`config.mk`:
```
export PLATFORM = sky130hd
export DESIGN_NAME = load_store_unit
export DESIGN_NICKNAME = d
export VERILOG_FILES = /design/src/rtl/load_store_unit.sv
export SDC_FILE = /design/constraint.sdc
export NUM_CORES = 1
export LEC_CHECK = 0
export CORE_ASPECT_RATIO = 1.1
export CORE_MARGIN = 2
export CORE_UTILIZATION = 44
export DETAILED_ROUTE_END_ITERATION = 16
export GPL_TIMING_DRIVEN = 0
export PLACE_DENSITY = 0.95
export SLEW_MARGIN = 20
export SYNTH_ARGS = -nofsm -noshare
export SYNTH_HDL_FRONTEND = slang
export SYNTH_SLANG_ARGS = --single-unit
export TNS_END_PERCENT = 50
```
`constraint.sdc`:
```
create_clock -name clk -period 2.9 [get_ports clk]
set_clock_uncertainty 0.05 [all_clocks]
set_input_delay 0.58 -clock clk [delete_from_list [all_inputs] [get_ports clk]]
set_output_delay 0.58 -clock clk [all_outputs]
set_load 0.02 [all_outputs]
```
`src/rtl/load_store_unit.sv`:
```
// Load/store unit: one request at a time through IDLE -> ACCESS -> RESP, sized loads with sign extension.
// Compile-time option LSU_MISALIGN_EXC_EN: misaligned halfword/word accesses fault instead of being force-aligned.
module load_store_unit #(
    parameter int ADDR_W = 12
) (
    input  logic              clk,
    input  logic              rst_n,
    input  logic              req_valid,
    output logic              req_ready,
    input  logic              req_we,
    input  logic [1:0]        req_size,
    input  logic              req_signed,
    input  logic [ADDR_W-1:0] req_addr,
    input  logic [31:0]       req_wdata,
    output logic              resp_valid,
    input  logic              resp_ready,
    output logic [31:0]       resp_rdata,
    output logic              resp_err,
    output logic              ram_we,
    output logic [1:0]        ram_mode,
    output logic [ADDR_W-1:0] ram_addr,
    output logic [31:0]       ram_wdata,
    input  logic [31:0]       ram_rdata
);

    typedef enum logic [1:0] {IDLE, ACCESS, RESP} state_t;

    state_t              r_state;
    logic                r_we;
    logic                r_signed;
    logic                r_fault;
    logic                r_ram_we;
    logic [1:0]          r_ram_mode;
    logic [ADDR_W-1:0]   r_ram_addr;
    logic [31:0]         r_ram_wdata;
    logic                r_resp_valid;
    logic                r_resp_err;
    logic [31:0]         r_resp_rdata;

    logic                w_fault;
    logic [ADDR_W-1:0]   w_addr;
    logic [31:0]         w_load_data;

`ifdef LSU_MISALIGN_EXC_EN
    assign w_fault = (req_size == 2'd3)
                   || ((req_size == 2'd0) && (req_addr[1:0] != 2'b00))
                   || ((req_size == 2'd1) && req_addr[0]);
    assign w_addr  = req_addr;
`else
    assign w_fault = (req_size == 2'd3);

    // Misaligned accesses are silently pulled down to their natural boundary.
    always_comb begin
        w_addr = req_addr;
        if (req_size == 2'd0)
            w_addr[1:0] = 2'b00;
        else if (req_size == 2'd1)
            w_addr[0] = 1'b0;
    end
`endif

    always_comb begin
        w_load_data = ram_rdata;
        if (r_signed && (r_ram_mode == 2'd1))
            w_load_data = {{16{ram_rdata[15]}}, ram_rdata[15:0]};
        else if (r_signed && (r_ram_mode == 2'd2))
            w_load_data = {{24{ram_rdata[7]}}, ram_rdata[7:0]};
    end

    always_ff @(posedge clk or negedge rst_n) begin
        if (!rst_n) begin
            r_state      <= IDLE;
            r_we         <= 1'b0;
            r_signed     <= 1'b0;
            r_fault      <= 1'b0;
            r_ram_we     <= 1'b0;
            r_ram_mode   <= 2'd0;
            r_ram_addr   <= '0;
            r_ram_wdata  <= 32'd0;
            r_resp_valid <= 1'b0;
            r_resp_err   <= 1'b0;
            r_resp_rdata <= 32'd0;
        end else begin
            case (r_state)
                IDLE: begin
                    if (req_valid) begin
                        r_we        <= req_we;
                        r_signed    <= req_signed;
                        r_fault     <= w_fault;
                        r_ram_mode  <= req_size;
                        r_ram_addr  <= w_addr;
                        r_ram_wdata <= req_wdata;
                        r_ram_we    <= req_we & ~w_fault;
                        r_state     <= ACCESS;
                    end
                end
                ACCESS: begin
                    // The RAM answers combinationally, so the result is latched as ACCESS closes.
                    r_ram_we     <= 1'b0;
                    r_resp_valid <= 1'b1;
                    r_resp_err   <= r_fault;
                    r_resp_rdata <= (r_we || r_fault) ? 32'd0 : w_load_data;
                    r_state      <= RESP;
                end
                RESP: begin
                    if (resp_ready) begin
                        r_resp_valid <= 1'b0;
                        r_state      <= IDLE;
                    end
                end
                default: r_state <= IDLE;
            endcase
        end
    end

    assign req_ready  = (r_state == IDLE);
    assign resp_valid = r_resp_valid;
    assign resp_rdata = r_resp_rdata;
    assign resp_err   = r_resp_err;
    assign ram_we     = r_ram_we;
    assign ram_mode   = r_ram_mode;
    assign ram_addr   = r_ram_addr;
    assign ram_wdata  = r_ram_wdata;

endmodule

```
==> Word level (Yosys, flattened, before mapping) <==
Cells that the tools add are included.
{ "word_totals": {"wordCells": 45, "output_inout_bits": 82, "input_bits": 84, "regBits": 86} }
{ "op_classes": {"reduce_logical": 11, "bitwise": 2, "muxes": 13, "eq_ne": 8} }
{ "ops": {"columns": ["op", "n"], "rows": [
  ["$mux W32", 3],
  ["$reduce_and A2 Y1", 4],
  ["$eq A2 B1 Y1 const B", 3],
  ["$eq A2 B2 Y1 const B", 3],
  ["$pmux W2 S3", 1],
  ["$mux W1", 5],
  ["$logic_not A2 Y1", 2],
  ["$mux W2", 2],
  ["$ne A2 B2 Y1 const B", 2],
  ["$pmux W1 S2", 2],
  ["$reduce_bool A2 Y1", 2],
  ["$logic_and A1 B1 Y1", 2],
  ["$and A1 B1 Y1", 1],
  ["$logic_or A1 B1 Y1", 1],
  ["$not A1 Y1", 1]
]} }

==> Logic depth before layout (Yosys ltp) <==
{ "depth": {"word_depth": 5, "depth_mapped": 7, "mapped_depth_nobuf": 4} }

==> Worst setup path after synthesis <==
Ideal clock, no wire load.
{ "synth_timing": {"path_kind": "in2reg", "start": "input req_valid", "end": "register r_ram_mode[0], in the netlist ram_mode[0]", "setup_time_ns": 0.066, "t_required_ns": 2.784, "path_stages": 7, "slack_ns": 1.294, "arrival_time_ns": 1.491, "n_path_buf": 3, "cell_sequence": "or3b_1 > buf_2 > inv_2 > buf_4 > buf_4 > nand2_1 > nand2_1"} }
{ "synth_between": {"elab_chain_cells": 1} }
{ "synth_rtl": {"columns": ["item", "line_no", "rtl"], "rows": [
  ["from (decl)", "8", "input logic req_valid,"],
  ["$reduce_and A2 Y1 (no source line)", null, null],
  ["to (signal assigned)", "90", "r_ram_mode <= req_size;"],
  ["to (decl)", "33", "logic [1:0] r_ram_mode;"]
]} }
No other way between the ends.
A chain may end at the register's enable or synchronous reset.

==> Worst setup path after layout <==
{ "layout_timing": {"start": "register r_state[1]", "end": "output req_ready"} }
{ "layout_between": {"elab_chain_cells": 1} }
{ "layout_rtl": {"columns": ["item", "line_no", "rtl"], "rows": [
  ["from (decl)", "28", "state_t r_state;"],
  ["from (signal assigned)", "72", "r_state <= IDLE;"],
  ["from (signal assigned)", "94", "r_state <= ACCESS;"],
  ["from (signal assigned)", "103", "r_state <= RESP;"],
  ["$logic_not A2 Y1", "116", "assign req_ready = (r_state == IDLE);"],
  ["to (decl)", "9", "output logic req_ready,"]
]} }
No other way between the ends.

==> results.md <==
- Run status: finished, final reports clean
- CTS clk-pin slew, worst paths: around 90 ps
- P_int: between 3 and 4 mW
- Final period util: around three quarters
- Setup CP Type: flip-flop to primary output
- Area leader, netlist: dfrtp_1
- Total Wirelength: approximately 9600 um
- Initial antenna violation count: 0
- P_leak: 2.51 nW
- Worst Path Max Fanout: 6
- Gr usage total: between 20% and 30%
- FFs w/ async S/R, synth: 100%
- Final antenna-violating net count: 0
- Share of the synthesized area in the top cell type: around 63%
- Die H: just under 100 um
- Layout Nets: 620
- Headroom to the max-slew limit: 65.3%
- Yosys cell types: 28
- Die Wd: about 90 um
- Die area: roughly 8500 um^2
- GP Congestion: between 0.8 and 0.9
- Max Clock Freq: about 450 MHz
- Post-CTS sizing: 0
- Longest Clk Path Bufs: 2
- Final worst slack: between 600 and 700 ps
- Most common cell in the netlist: nand2_1
- Avg Cell Area, Syn: about 9.5 um^2
- Hold WC Path Type: primary input to asynchronous set/reset pin
- RSZ-0062 raised after global routing: no
- Worst EP required: 2270 ps
- WL/cell: 14.8 um
- CTS sink cnt: 86
- Crit path time final: 2200 ps
- Worst R2R Setup Slack: ~1200 ps
- Flops & latches, synth: 86
- Footprint of the multi-input gates: between 1000 and 1500 um^2
- GR Layer Usage met2: 40.4%
- EDFF count, synth: 0
- DRC: 0
- Initial Utilization: roughly 46%
- Worst Tran Pin Value: approximately 520 ps
- Root buf cell: clkbuf_8
- Yosys warns: 0
- Reg-to-Reg Start: ram_mode[0]
- Sequential cell area: between 2000 and 2500 um^2
- CTS tree: yes
- Synth Flop Type: dfrtp_1
- Clk_lat worst skew: about 350 ps
- CP endpoint kind: primary output
- Syn_nets: roughly 440
- Switching share of power: between 40% and 50%
- Final slew viol count: 0
- Vias per inst: around 5
- Port bufs: 165
- FF-to-FF path depth: 5
- DPL Wire Length: 7240 um
- 1st-pass router iterations: 4
- Logic pwr share: around 51%
- Final setup viols: 0
- Fillers: 545
- Core ar.: roughly 7500 um^2
- Met1 Resource Use GR: roughly 27%
- VDD IR max: between 0.0006 and 0.0007 V
- N_diodes: 0
- Sequential fraction of design power: a little over a third
- Rows: 33
- Starting DRT DRC Count: 121
- Htree depth: 3
- Max-Cap Viols: 0
- First-pass GRT wire length: around 15000 um
- Gr ovfl total: 0
- Vias in the first global route: approximately 3200
- Met3 GRT Util: just over 8%
- P&R area growth vs syn: 58.1%
- Post-Syn Area: 3410 um^2
- Final hold slack: 116 ps
- Cell count after synthesis: roughly 360
- Postcts setup bufs: 0
- Post-synth top cells: 185 x nand2_1, 86 x dfrtp_1, 15 x o211ai_1
- Total CTS buffers: 9
- Hold Vio Cnt, Final: 0
- Share of cells above drive strength 1: 6.47%
- Largest net degree at the start of global routing: 54
- Sequential area share after synthesis: around 63%
- CTS Hold Bufs: 0
- Pwr Density: 1070 nW/um^2
- Switching pwr: around 2.3 mW
- FF-to-FF End: resp_rdata[21]
- Post-Place Setup Slack: 613 ps
- Synth top area cells: dfrtp_1 63%, nand2_1 20%, o211ai_1 3.3%
- Crit. Startpoint: r_state[1]
- GRT Max-Usage Layer: met2
- Critical Path AT: ~1600 ps
- DR vias: about 3200
- Startpoint types: flip-flop
- Worst setup path endpoint: req_ready
- I/O pin count: around 170
- Clock share of power: 13.2%
how the worst min path moves through the flow:
stage                    end    startpoint  depth (start not counted)
2_1_floorplan        r_fault         rst_n                          0
3_3_place_gp     ram_addr[0]   ram_addr[0]                          2
3_5_place_dp    ram_wdata[4]  ram_wdata[4]                          2
4_1_cts        resp_rdata[1]         rst_n                          1
5_1_grt          ram_addr[9]         rst_n                          1
6_report       resp_rdata[5]         rst_n                          1
cell usage in the layout (no fill, tap or decap), types with 2 or more instances in the layout:
cell type / count
nand2_1: 185
clkdlybuf4s50_1: 164
dfrtp_1: 86
o211ai_1: 15
buf_2: 10
o21ai_0: 10
clkbuf_1: 9
a21oi_1: 9
clkbuf_8: 9
a22o_1: 8
nor2_1: 3
buf_4: 3
nand3_1: 3
clkinvlp_4: 3
and4b_1: 2
o21ai_1: 2
clkinv_2: 2
through the flow:
step           power [mW]  util (%)  setup TNS (ps)  area (um^2)  std cells
4_1_cts              5.81      72.2               0         5390        646
6_report             5.76      72.2               0         5390        646
3_3_place_gp         4.93      69.5         -152830         5190        629
2_1_floorplan        3.55         -               0         3410        359
5_1_grt              6.15      72.2               0         5390        646
3_5_place_dp         5.04      69.8               0         5220        630
worst max-delay path, cell delays in order (launching register included):
cell,delay [ps]
dfrtp_1,460
nor2_1,140
clkdlybuf4s50_1,630
routing by layer:
| layer | routed length, um | part of all wire (%) | vias up |
|---|---|---|---|
| met5 | 0 | 0 | - |
| met2 | 4740 | 50 | 149 |
| met4 | 161 | 1.7 | 0 |
| met1 | 3720 | 39 | 1513 |
| li1 | - | - | 1509 |
| met3 | 944 | 9.9 | 18 |
layout make-up:
class | instances | share of cell area (%)
inverter | 2 | 0.139
tap | 105 | 2.44
clock buffer | 9 | 2.30
multi-input combinational | 249 | 21.2
buffer | 22 | 2.04
clock inverter | 7 | 0.928
timing repair buffer | 166 | 31.1
sequential | 86 | 39.9
power by group through the flow:
stage	Clock [mW]	Sequential, mW	Combinational (mW)
floorplan	0	2.69	0.860
global placement	0	2.07	2.86
detailed placement	0	2.11	2.94
CTS	0.777	2.09	2.94
global route	0.829	2.16	3.16
finish	0.761	2.09	2.91
flip-flops by register name, summed over array words and instances (netlist names), 2 cells and up:
name and cells:
ram_addr 12, resp_rdata 32, ram_mode 2, r_state 2, ram_wdata 32
logic make-up after synthesis:
kind of cell           share of synthesized area [%]
AO/OA/AOI/OAI                                   9.13
XOR/XNOR                                       0.257
buffers and inverters                           3.45
flip-flops                                      63.1
multiplexers                                   0.330
AND/OR/NAND/NOR                                 23.7
Note: power is estimated with default switching activity, not from simulation.
